[config.mk]
export PLATFORM = sky130hd
export DESIGN_NAME = baud_sched
export DESIGN_NICKNAME = d
export VERILOG_FILES = /design/src/rtl/baud_sched.sv
export SDC_FILE = /design/constraint.sdc
export NUM_CORES = 1
export LEC_CHECK = 0
export CAP_MARGIN = 20
export CORE_MARGIN = 4
export CORE_UTILIZATION = 45
export DETAILED_ROUTE_END_ITERATION = 12
export PLACE_DENSITY = 0.69
export SLEW_MARGIN = 40
export SYNTH_ARGS = -nofsm -noshare
export SYNTH_HDL_FRONTEND = slang
export SYNTH_SLANG_ARGS = --single-unit
[constraint.sdc]
create_clock -name src_clk -period 3.64 [get_ports src_clk]
set_input_delay 0.546 -clock src_clk [delete_from_list [all_inputs] [get_ports src_clk]]
set_output_delay 0.546 -clock src_clk [all_outputs]
set_load 0.02 [all_outputs]
[src/rtl/baud_sched.sv]
`default_nettype none
// ============================================================================
//  Module      : baud_sched
//  Description : UART baud scheduler. Divides src_clk into oversample, mid-bit
//                and end-of-bit ticks; divisor updates land on bit boundaries.
//  Revision    : 1.0  initial release
// ============================================================================
module baud_sched #(
    parameter int DIV_W       = 16,
    parameter int OVS         = 16,
    parameter int DEFAULT_DIV = 27
) (
    input  logic             src_clk,
    input  logic             reset_n,
    input  logic             en,
    input  logic             cfg_valid,
    input  logic [DIV_W-1:0] cfg_div,
    output logic             cfg_ready,
    output logic             os_tick,
    output logic             half_tick,
    output logic             bit_tick,
    output logic             div_clk,
    output logic [DIV_W-1:0] cur_div
);

    localparam int               OS_W    = (OVS > 2) ? $clog2(OVS) : 1;
    localparam logic [OS_W-1:0]  OS_ONE  = OS_W'(1);
    localparam logic [OS_W-1:0]  OS_LAST = OS_W'(OVS - 1);
    localparam logic [OS_W-1:0]  OS_HALF = OS_W'(OVS / 2);
    localparam logic [OS_W-1:0]  OS_MID  = OS_W'(OVS / 2 - 1);
    localparam logic [DIV_W-1:0] DIV_ONE = DIV_W'(1);
    localparam logic [DIV_W-1:0] DIV_RST = DIV_W'(DEFAULT_DIV);

    typedef enum logic [0:0] {
        ST_IDLE = 1'b0,
        ST_RUN  = 1'b1
    } state_t;

    state_t           state_q,     state_d;
    logic [DIV_W-1:0] div_cnt_q,   div_cnt_d;
    logic [OS_W-1:0]  os_cnt_q,    os_cnt_d;
    logic [DIV_W-1:0] cur_div_q,   cur_div_d;
    logic [DIV_W-1:0] pend_div_q,  pend_div_d;
    logic             pend_valid_q, pend_valid_d;
    logic             os_tick_q,   os_tick_d;
    logic             half_tick_q, half_tick_d;
    logic             bit_tick_q,  bit_tick_d;
    logic             div_clk_q,   div_clk_d;

    logic             w_cfg_fire;
    logic [DIV_W-1:0] w_cfg_val;
    logic             w_running;

    assign w_cfg_fire = cfg_valid & ~pend_valid_q;
    assign w_cfg_val  = (cfg_div == '0) ? DIV_ONE : cfg_div;
    assign w_running  = (state_q == ST_RUN) && en;

    always_comb begin
        state_d      = en ? ST_RUN : ST_IDLE;
        div_cnt_d    = div_cnt_q;
        os_cnt_d     = os_cnt_q;
        cur_div_d    = cur_div_q;
        pend_div_d   = pend_div_q;
        pend_valid_d = pend_valid_q;
        os_tick_d    = 1'b0;
        half_tick_d  = 1'b0;
        bit_tick_d   = 1'b0;
        div_clk_d    = 1'b0;

        if (!w_running) begin
            // Stopped, or crossing a stop/start edge: counters restart and any
            // divisor change takes effect at once since no bit is in flight.
            div_cnt_d = '0;
            os_cnt_d  = '0;
            div_clk_d = (state_d == ST_RUN);
            if (pend_valid_q) begin
                cur_div_d    = pend_div_q;
                pend_valid_d = 1'b0;
            end else if (w_cfg_fire) begin
                cur_div_d = w_cfg_val;
            end
        end else begin
            if (bit_tick_q) begin
                if (pend_valid_q) begin
                    cur_div_d    = pend_div_q;
                    pend_valid_d = 1'b0;
                end else if (w_cfg_fire) begin
                    cur_div_d = w_cfg_val;
                end
            end else if (w_cfg_fire) begin
                pend_div_d   = w_cfg_val;
                pend_valid_d = 1'b1;
            end

            if (os_tick_q) begin
                os_cnt_d = (os_cnt_q == OS_LAST) ? '0 : os_cnt_q + OS_ONE;
            end

            // Compare against the divisor in force next cycle so a boundary
            // switch to a shorter divisor (even 1) times correctly from count 0.
            if (div_cnt_q >= cur_div_d - DIV_ONE) begin
                div_cnt_d   = '0;
                os_tick_d   = 1'b1;
                half_tick_d = (os_cnt_d == OS_MID);
                bit_tick_d  = (os_cnt_d == OS_LAST);
            end else begin
                div_cnt_d = div_cnt_q + DIV_ONE;
            end

            div_clk_d = (os_cnt_d < OS_HALF);
        end
    end

    always_ff @(posedge src_clk) begin
        if (!reset_n) begin
            state_q      <= ST_IDLE;
            div_cnt_q    <= '0;
            os_cnt_q     <= '0;
            cur_div_q    <= DIV_RST;
            pend_div_q   <= '0;
            pend_valid_q <= 1'b0;
            os_tick_q    <= 1'b0;
            half_tick_q  <= 1'b0;
            bit_tick_q   <= 1'b0;
            div_clk_q    <= 1'b0;
        end else begin
            state_q      <= state_d;
            div_cnt_q    <= div_cnt_d;
            os_cnt_q     <= os_cnt_d;
            cur_div_q    <= cur_div_d;
            pend_div_q   <= pend_div_d;
            pend_valid_q <= pend_valid_d;
            os_tick_q    <= os_tick_d;
            half_tick_q  <= half_tick_d;
            bit_tick_q   <= bit_tick_d;
            div_clk_q    <= div_clk_d;
        end
    end

    assign cfg_ready = ~pend_valid_q;
    assign os_tick   = os_tick_q;
    assign half_tick = half_tick_q;
    assign bit_tick  = bit_tick_q;
    assign div_clk   = div_clk_q;
    assign cur_div   = cur_div_q;

endmodule
`default_nettype wire

* Yosys cells after proc, flatten, opt, wreduce, memory -nomap -nowiden
Cells that the tools add are included.
Word-level totals: flip-flop bits (word level) 58, input bits 20, output and inout port bits 21, word-level logic and storage cells 42
Cells by class: add/sub/neg operators 3, magnitude comparators 2, equal/unequal tests 3, muxes and demuxes 12, bitwise logic cells 5, reduce and logical (&&, ||, !) cells 7
Operator list (number):
- 16-bit 2-to-1 mux | 6
- 16-bit by 1-bit adder with 16-bit output, second input constant | 1
- 16-bit greater-or-equal comparator | 1
- 16-bit zero test | 1
- 16-bit by 1-bit subtractor with 16-bit output, second input constant | 1
- 4-bit 2-to-1 mux | 3
- 4-bit equality test, second input constant | 2
- 3-bit AND reduction | 2
- 3-bit OR reduction | 2
- 4-bit by 1-bit adder with 4-bit output, second input constant | 1
- 4-bit by 3-bit equality test with 1-bit output, second input constant | 1
- 4-bit less-than comparator, second input constant | 1
- 1-bit NOT | 4
- 1-bit 2-to-1 mux | 3
- 2-bit AND reduction | 1
- 1-bit AND | 1
- 1-bit logical AND | 1

* Logic depth before layout (Yosys ltp)
depth after elaboration 9, depth in mapped cells 20, gate-level depth less buffers 16

* Least setup slack after synthesis
No wires, ideal clock.
path kind input to register, start point in cfg_div[8], end point reg div_cnt_q[5], library setup time 0.078 ns, data arrival time 3.821 ns, required time 3.562 ns, setup slack -0.259 ns, stages 17, path buffers 2, cells stage by stage nor4_1 -> a41oi_1 -> a41oi_1 -> inv_1 -> ha_1 -> inv_1 -> nor4_4 -> xnor2_1 -> ha_1 -> and4_1 -> a221o_1 -> a31oi_1 -> o211ai_1 -> a311o_1 -> buf_2 -> buf_6 -> nor3_1
On the way: word-level cells in the longest chain between the ends 9
RTL lines:
- start: declaration | line 17 | input logic [DIV_W-1:0] cfg_div,
- 16-bit zero test | line 55 | assign w_cfg_val = (cfg_div == '0) ? DIV_ONE : cfg_div;
- 16-bit 2-to-1 mux (*) | line 55
- 16-bit 2-to-1 mux (*) | line 87 | end else if (w_cfg_fire) begin
- 16-bit 2-to-1 mux (*)
- 16-bit 2-to-1 mux (*) | line 83 | if (bit_tick_q) begin
- 16-bit 2-to-1 mux (*) | line 70 | if (!w_running) begin
- 16-bit by 1-bit subtractor with 16-bit output (*) | line 101 | if (div_cnt_q >= cur_div_d - DIV_ONE) begin
- 16-bit greater-or-equal comparator (*) | line 101
- 3-bit OR reduction (no line) (*)
- end signal: assignment | line 128 | div_cnt_q <= div_cnt_d;
- end: declaration | line 40 | logic [DIV_W-1:0] div_cnt_q, div_cnt_d;
Mark *: on every way between the ends. The rest lies on a longest branch, timed or not. The select of a mux whose other input is x is not followed. A chain may end at the register's enable or synchronous reset.

* Worst setup path after layout
start point in cfg_div[10], end point reg bit_tick_q (netlist: bit_tick)
On the way: word-level cells in the longest chain between the ends 9
RTL lines:
- 16-bit zero test | line 55
- 16-bit 2-to-1 mux (*) | line 55
- 16-bit 2-to-1 mux (*) | line 87
- 16-bit 2-to-1 mux (*)
- 16-bit 2-to-1 mux (*) | line 83
- 16-bit 2-to-1 mux (*) | line 70
- 16-bit by 1-bit subtractor with 16-bit output (*) | line 101
- 16-bit greater-or-equal comparator (*) | line 101
- 3-bit AND reduction (no line) (*)
- end signal: assignment | line 135 | bit_tick_q <= bit_tick_d;
- end: declaration | line 47 | logic bit_tick_q, bit_tick_d;
Marked as above.

==> qor.csv <==
metric,value,unit
initial antenna violation count,0,
die height,97.97,um
drt total wl,10.66,mm
Mean Syn Cell Area,8.148,um^2
Post-synth EDFFs,0,
CTS tree,yes,
met1 Use GR,27.93,%
number of I/O port buffers,40,
ANT cells,0,
Max Clock Freq,288.5,MHz
Post-Layout Inst Area,5034,um^2
clock sinks,58,
DRT antenna net count,0,
most frequent cells after synthesis,"82 x nand2_1, 58 x dfxtp_1, 30 x nor2_1",
post-synth top area share,31.88,%
max cap viols,0,
DP Cell Count,626,
WL per Instance,16.29,um
synth-to-layout area growth,38.20,%
layout cells sized above 1,26.27,%
GRT Residual Overflow,0,
fin util,64.47,%
Synth area leaders,"dfxtp_1 32%, nand2_1 8.5%, ha_1 6.5%",
Core Box Area,7807,um^2
startpoint types,input port,
row count,32,
number of global-route vias before repair,3671,
vias after detailed routing,3699,
synthesized cell area,3642,um^2
H-tree Lvls,3,
DP HPWL,7.466,mm
Async SR Flop Fraction,0,%
die width,97.97,um
leakage,1.981,nW
Seq. cell area,1166,um^2
Final Hold Violating Endpoints,0,
Post-Synthesis Cells,447,
GR Util All Layers,22.14,%
starting density of the core,46.65,%
final RePlAce weighted congestion,0.8324,
die footprint,9597,um^2
Final min period,3.466,ns
Synth Flop Type,dfxtp_1,
first-pass GRT wire length,17.53,mm
Slew Limit Fails,0,
"count leader, synth",nand2_1,
DRT Pass-1 Iters,5,
Fin Clk Skew,0.01285,ns
internal power,1.220,mW
logic gate share of total power,19.7,%
Remaining DRCs,0,
Syn Nets,486,
register bit total from synthesis,58,
headroom to the max-slew limit,50.17,%
clk buf depth,2,
Clock Pin Slew Worst Setup and Hold Paths,0.07,ns
crit end category,flip-flop,
"area leader, netlist",dfxtp_1,
latest clock arrival within the worst-skew pair,0.34,ns
Final #Nets,586,
Netlist cell types,51,
sequential-to-total area share from yosys stat,31.88,%
DRT iter0 DRCs,188,
met3 Usage GRT,5.286,%
Worst Tran Pin Value,0.7475,ns
Non-Filler Instances,654,
outcome,"complete, no violations",
final-layout fill cell count,660,
hold buffers post-CTS,0,
Setup Crit Path Kind,input port to flip-flop,
Psw,450.2,uW
area of the multi-input gates,2556,um^2
fin crit share,95.21,%
Final setup viols,0,
HP Class,flip-flop to flip-flop,
clk root buf,clkbuf_8,
Seq pwr share,40.2,%
total power,1.670,mW
IO Count,41,
Placed Area,4589,um^2
DR vias/cell,5.656,
TritonCTS Buffers,9,
pwr/cell area,331.8,nW/um^2
maximum fanout along the worst path,7,
largest net degree at the start of global routing,36,
Clk pwr share,40.1,%
Yosys Warn Count,0,
WP data arrival,3.68,ns
met2 GRT Util,36.75,%
net switching fraction of the power,26.95,%
Worst VDD drop,0.2858,mV
WP data required,3.85,ns
gr busiest metal,met2,
area by class of cell:
type                       instances  share of cell area (%)
inverter                           9                  0.6711
timing repair buffer             116                   18.49
sequential                        58                   23.17
multi-input combinational        353                   50.78
clock inverter                     5                   1.541
tap                              102                   2.535
clock buffer                      11                   2.809
metal layers:
metal  routed length, um  up-vias  part of all wire [%]
met5                   0        -                     0
met4                 241        0                   2.3
met3                 582       23                   5.5
met2                5228      111                    49
met1                4603     1763                    43
li1                    -     1802                     -
cell families after synthesis:
| kind of cell | Yosys count | share of synthesized area [%] |
|---|---|---|
| AOI/OAI and AO/OA | 101 | 20.03 |
| xor gates and xnor gates | 29 | 6.973 |
| adders and majority gates | 19 | 6.527 |
| buffers and inverters | 36 | 4.672 |
| DFF | 58 | 31.88 |
| muxes | 18 | 4.981 |
| and+or+nand+nor | 186 | 24.94 |
path summary, 6_finish.rpt:
| kind | endpoint | start | depth (start not counted) | slack (ns) |
|---|---|---|---|---|
| max | bit_tick$_SDFF_PN0_ | cfg_div[10] | 17 | 0.17 |
| min | div_clk$_SDFF_PN0_ | state_q$_SDFF_PN0_ | 1 | 0.46 |
| max reg2reg | bit_tick$_SDFF_PN0_ | pend_valid_q$_SDFFE_PP0N_ | 15 | 0.18 |
| min reg2reg | div_clk$_SDFF_PN0_ | state_q$_SDFF_PN0_ | 1 | 0.46 |
through the flow:
stage | setup WS, ns | setup TNS (ns) | hold WS [ns]
2_1_floorplan | 0.06574 | 0 | 0.4319
3_3_place_gp | -0.5150 | -9.045 | 0.4529
3_5_place_dp | -0.6133 | -10.72 | 0.4594
4_1_cts | 0.03425 | 0 | 0.4641
5_1_grt | -0.02295 | -0.1977 | 0.5012
6_report | 0.1743 | 0 | 0.4616
sequential cells by signal (all words and copies together) (netlist names):
name,cells
pend_valid_q,1
pend_div_q,16
state_q,1
div_cnt_q,16
cur_div,16
div_clk,1
half_tick,1
bit_tick,1
os_cnt_q,4
os_tick,1
power by group through the flow:
stage	combinational, mW	clock [mW]	sequential (mW)
after global routing	0.355	0.708	0.674
final	0.329	0.669	0.672
after detailed placement	0.313	0	0.686
after global placement	0.307	0	0.685
after floorplan	0.148	0	0.698
after CTS	0.322	0.682	0.671
cells in the final DEF, fill, tap and decap left out, types with 8 or more instances in the layout:
master,netlist,layout
clkbuf_2,0,13
xnor2_1,19,19
nand3_1,8,8
buf_4,1,71
nand2_1,82,81
clkdlybuf4s50_1,0,23
a21oi_1,12,9
o22ai_1,12,10
nand3b_1,8,8
clkbuf_8,0,10
xor2_1,10,10
ha_1,19,18
o21ai_0,10,10
a21boi_0,24,24
nor2_1,30,30
mux2i_1,17,17
dfxtp_1,58,56
nor3_4,0,8
o211ai_1,13,13
critical path, cell delays in order:
cell             delay (ns)
clkdlybuf4s15_1        0.23
nor4_4                 0.27
a41oi_2                0.16
a41oi_2                0.26
inv_2                  0.09
ha_4                   0.17
inv_2                  0.07
nor4_4                 0.05
xnor2_1                0.13
ha_1                   0.31
and4_1                 0.21
a221o_1                0.29
a31oi_1                0.14
o211ai_1               0.10
a311o_1                0.35
buf_6                  0.17
nor4b_1                0.13
timing repair:
| item | CTS | global route |
|---|---|---|
| setup buffers | 8 | 3 |
| pin swaps | 9 | 20 |
| cloned | 1 | 0 |
| endpoints found under the setup margin | 19 | 19 |
| gates resized for setup | 34 | 56 |
(Power assumes the default switching activity.)
